[config.mk]
export PLATFORM = sky130hd
export DESIGN_NAME = dmem_arbiter
export DESIGN_NICKNAME = d
export VERILOG_FILES = /design/src/rtl/dmem_arbiter.sv
export SDC_FILE = /design/constraint.sdc
export NUM_CORES = 1
export LEC_CHECK = 0
export ABC_AREA = 0
export CAP_MARGIN = 20
export CORE_AREA = 5 5 118 120
export DETAILED_ROUTE_END_ITERATION = 6
export DIE_AREA = 0 0 123 125
export MAX_ROUTING_LAYER = met4
export PLACE_DENSITY = 0.85
export SLEW_MARGIN = 20
export SYNTH_ARGS = -nofsm -noshare
export SYNTH_HDL_FRONTEND = slang
export SYNTH_SLANG_ARGS = --single-unit
[constraint.sdc]
create_clock -name clk -period 4.6 [get_ports clk]
set_clock_uncertainty 0.05 [all_clocks]
set_input_delay 0.46 -clock clk [delete_from_list [all_inputs] [get_ports clk]]
set_output_delay 0.46 -clock clk [all_outputs]
set_load 0.02 [all_outputs]
[src/rtl/dmem_arbiter.sv]
// Two-port arbiter in front of a single data memory port: core (C) has priority,
// debug (D) is protected by a starvation counter and can lock the port for bursts.
module dmem_arbiter #(
  parameter int unsigned STARVE_LIMIT = 4,
  parameter int unsigned AW           = 32,
  parameter int unsigned DW           = 32
) (
  input  logic          clk,
  input  logic          rst,
  // Handshake: a requester raises req with stable fields and holds them until gnt;
  // gnt is combinational and marks the cycle the access is issued to memory.
  // Reads return rdata one cycle later, flagged by a single-cycle rvalid pulse.
  input  logic          c_req,
  input  logic          c_we,
  input  logic [AW-1:0] c_addr,
  input  logic [DW-1:0] c_wdata,
  input  logic [2:0]    c_whb,
  output logic          c_gnt,
  output logic          c_rvalid,
  output logic [DW-1:0] c_rdata,
  input  logic          d_req,
  input  logic          d_we,
  input  logic [AW-1:0] d_addr,
  input  logic [DW-1:0] d_wdata,
  input  logic [2:0]    d_whb,
  input  logic          d_lock,
  output logic          d_gnt,
  output logic          d_rvalid,
  output logic [DW-1:0] d_rdata,
  output logic [AW-1:0] mem_addr,
  output logic          mem_rw,
  output logic [DW-1:0] mem_wdata,
  output logic [2:0]    mem_whb,
  input  logic [DW-1:0] mem_rdata,
  output logic          locked
);

  typedef enum logic {
    ST_ARB    = 1'b0,
    ST_LOCKED = 1'b1
  } state_t;

  localparam logic [3:0] LIMIT = 4'(STARVE_LIMIT);

  state_t        state_q;
  logic [3:0]    starve_cnt_q;
  logic [DW-1:0] c_rdata_q;
  logic [DW-1:0] d_rdata_q;
  logic          c_rvalid_q;
  logic          d_rvalid_q;
  logic          c_grant;
  logic          d_grant;

  always_comb begin
    c_grant = 1'b0;
    d_grant = 1'b0;
    if (!rst) begin
      if (state_q == ST_LOCKED) begin
        d_grant = d_req;
      end else if (c_req && d_req) begin
        d_grant = (starve_cnt_q >= LIMIT);
        c_grant = !(starve_cnt_q >= LIMIT);
      end else begin
        c_grant = c_req;
        d_grant = d_req;
      end
    end
  end

  // Idle bus parks on a harmless read with the default word size code.
  always_comb begin
    mem_addr  = '0;
    mem_rw    = 1'b0;
    mem_wdata = '0;
    mem_whb   = 3'b010;
    if (c_grant) begin
      mem_addr  = c_addr;
      mem_rw    = c_we;
      mem_wdata = c_wdata;
      mem_whb   = c_whb;
    end else if (d_grant) begin
      mem_addr  = d_addr;
      mem_rw    = d_we;
      mem_wdata = d_wdata;
      mem_whb   = d_whb;
    end
  end

  always_ff @(posedge clk) begin
    if (rst) begin
      state_q      <= ST_ARB;
      starve_cnt_q <= '0;
      c_rdata_q    <= '0;
      d_rdata_q    <= '0;
      c_rvalid_q   <= 1'b0;
      d_rvalid_q   <= 1'b0;
    end else begin
      c_rvalid_q <= c_grant && !c_we;
      d_rvalid_q <= d_grant && !d_we;
      if (c_grant && !c_we) c_rdata_q <= mem_rdata;
      if (d_grant && !d_we) d_rdata_q <= mem_rdata;

      case (state_q)
        ST_ARB: begin
          // Counts only cycles where D was waiting and lost to C.
          if (c_grant && d_req) begin
            starve_cnt_q <= (starve_cnt_q == 4'hF) ? 4'hF : starve_cnt_q + 4'd1;
          end else begin
            starve_cnt_q <= '0;
          end
          if (d_grant && d_lock) state_q <= ST_LOCKED;
        end
        ST_LOCKED: begin
          starve_cnt_q <= '0;
          if (!d_lock) state_q <= ST_ARB;
        end
        default: begin
          state_q      <= ST_ARB;
          starve_cnt_q <= '0;
        end
      endcase
    end
  end

  assign c_gnt    = c_grant;
  assign d_gnt    = d_grant;
  assign c_rvalid = c_rvalid_q;
  assign d_rvalid = d_rvalid_q;
  assign c_rdata  = c_rdata_q;
  assign d_rdata  = d_rdata_q;
  assign locked   = (state_q == ST_LOCKED);

endmodule

==> impl_metrics.ini <==
[synth]
synth-seq-area-share = 0.403
postSynthAreaPerCell_um2 = 8.64
synth_cell_type_count = 28
synthesis.area_mm2 = 0.00353
mappedNetlistNets = 582
synth.ff_latch_count = 71
netlist_instances = 408
synth.yosys.warnings = 0

[sta]
final_min_period_over_clock_period = 0.802
fmax_ghz = 0.271
setup_slack_ns = 0.910
finalHoldViolCount = 0
grt_setup_unrepaired = false
final_max_slew_viol_count = 0
timing.max_slew.rel_slack = 0.348
post-route-min-period_ns = 3.69
setup_violations = 0
totalNegativeSetupSlack_ns = 0
worst_slew_pin_slew_ns = 0.977

[global_routing]
grt_pass1_vias = 4491
globalRouteTotalUtil = 0.243
grt_overflow = 0
first_pass_grt_wire_length_um = 27900
maximum_number_of_pins_on_one_net_before_global_route_repair = 66
grt_antenna_before_repair = 0

[critical_path]
critPathSlowestCell = sky130_fd_sc_hd__clkdlybuf4s50_1
worstSetupStartpointType = input port
criticalPathCategory = input port to output pin
path_cells = clkdlybuf4s50_1 -> o21a_1 -> or3_1 -> inv_2 -> buf_4 -> a22o_1 -> clkdlybuf4s50_1
crit_buf_inv = 4
levels_on_crit_path = 7
critical_path_required_ns = 4.09
timing.critical_path.to_type = output pin
crit_path_max_fanout = 36
critical-path-max-stage-delay_ns = 0.62
critPathTopFamily = buffers and inverters
worst_ep_arrival_time_ns = 3.18
reg2regPathDepth = 4
worst_path_most_repeated_cell = sky130_fd_sc_hd__clkdlybuf4s50_1

[cts]
clock_insertion_delay_worst_skew_ns = 0.32
max-clock-path-buffers = 2
clkTransAtPathRegs_ns = 0.06
tritoncts_num_sinks = 71
clockRootBuffer = sky130_fd_sc_hd__clkbuf_16
tritoncts = built
cts_hold_repair.buffers = 0
htreeDepth = 3
cts_repair_resized_insts = 0
postCtsSetupRepairBufs = 0
numCtsBuffers = 9

[floorplan]
floorplan.die.height_um = 125
core-area_mm2 = 0.0129
die-width_um = 123
initial_utilization = 0.274
io-pin-count = 310
die-area_mm2 = 0.0154
fp-row-count = 42

[placement]
placement.io_buffers = 309
postPlaceCellArea_mm2 = 0.00691
dpl_worst_slack_ns = 0.925
hpwl_um = 14600
place_inst = 855
globalplace.congestion = 0.931

[layout]
num_antenna_cells = 0
sequential_cell_area_mm2 = 0.00142
design.final.nets = 864
layout-drive-gt1-share = 0.0791
final_design_area_no_fill_mm2 = 0.00724
final_common_cell = sky130_fd_sc_hd__clkdlybuf4s50_1
layout_common_cells = 291 x sky130_fd_sc_hd__clkdlybuf4s50_1, 71 x sky130_fd_sc_hd__dfxtp_1, 67 x sky130_fd_sc_hd__a22o_1
synthToLayoutAreaGrowth_pct = 105
layout.filler_cells = 1124
finalNonFillerCells = 871
multiInputGateArea_mm2 = 0.00187

[flow_run]
drv.max_cap_violation_count = 0

[detailed_routing]
finalWirelength_um = 19300
postRouteAntennaNets = 0
drt-wirelength-per-cell_um = 22.2
detail_route.iter0.violations = 352
drc_errors = 0
drt-pass1-iter-count = 5
vias_per_cell = 5.28
routed-via-count = 4596

[power]
leakage_uw = 0.00291
vdd_ir_drop_max_v = 0.000199
power_density_mw_per_mm2 = 278
report.power.total_uw = 2010

[worst_hold_path]
hold_path_depth = 1
worstHoldPathType = flip-flop to flip-flop

[run_status]
run_status = finished, final reports clean
-- synthesized netlist by cell type (all sizes together) --
cell / instances / area (um^2)
buf: 18 / 106
nand2b: 1 / 6.26
o311ai: 64 / 561
and3: 1 / 6.26
nor3b: 1 / 7.51
dfxtp: 71 / 1420
clkbuf: 34 / 128
or4b: 1 / 10.0
inv: 5 / 18.8
nand3: 65 / 325
nor4b: 2 / 17.5
o211a: 1 / 10.0
a22o: 67 / 587
or3: 1 / 6.26
o22a: 1 / 8.76
o21ai: 1 / 5.00
a21oi: 2 / 10.0
nor2: 2 / 7.51
nand2: 66 / 255
o21a: 1 / 7.51
ha: 1 / 12.5
conb: 1 / 3.75
nor2b: 1 / 6.26
-- per-stage QoR --
| stage | hold slack (ns) | util |
|---|---|---|
| after floorplan | 0.362 | - |
| after global placement | 0.373 | 0.537 |
| after detailed placement | 0.397 | 0.537 |
| after CTS | 0.421 | 0.563 |
| after global routing | 0.448 | 0.563 |
| final | 0.411 | 0.563 |
-- report_power, final --
group | total [uW] | switching [uW] | leakage, uW | internal [uW]
clock | 778 | 285 | 0.000163 | 493
sequential | 657 | 14.2 | 0.000579 | 642
combinational | 576 | 265 | 0.00217 | 311
-- cells by family after synthesis --
family	after synthesis	share of synthesized area
buffers and inverters	57	0.0717
other	1	0.00106
DFF	71	0.403
AOI/OAI and AO/OA	137	0.337
adders and majority gates	1	0.00355
and+or+nand+nor	141	0.184
-- final timing paths --
kind                         startpoint                          to  slack, ns
max                               d_req               mem_wdata[14]       0.91
min          starve_cnt_q[0]$_SDFF_PP0_  starve_cnt_q[0]$_SDFF_PP0_       0.41
max reg2reg  starve_cnt_q[3]$_SDFF_PP0_           locked$_SDFF_PP0_       2.86
min reg2reg  starve_cnt_q[0]$_SDFF_PP0_  starve_cnt_q[0]$_SDFF_PP0_       0.41
-- per-layer routing --
| layer | part of all wire | GRT usage | vias to the layer above |
|---|---|---|---|
| li1 | - | - | 2159 |
| met1 | 0.41 | 0.307 | 2157 |
| met2 | 0.44 | 0.357 | 266 |
| met3 | 0.14 | 0.116 | 14 |
| met4 | 0.0089 | 0.0410 | 0 |
| met5 | 0 | - | - |
-- state kept, by name, indices dropped and copies added (netlist names) --
signal	cells
c_rvalid	1
d_rdata	32
d_rvalid	1
c_rdata	32
locked	1
starve_cnt_q	4
-- final cells by class --
cell class / instances / area share
sequential: 71 / 0.196
clock buffer: 10 / 0.0330
timing repair buffer: 323 / 0.466
tap: 176 / 0.0304
multi-input combinational: 280 / 0.259
clock inverter: 6 / 0.0126
inverter: 5 / 0.00259
Note: power is estimated with default switching activity, not from simulation.
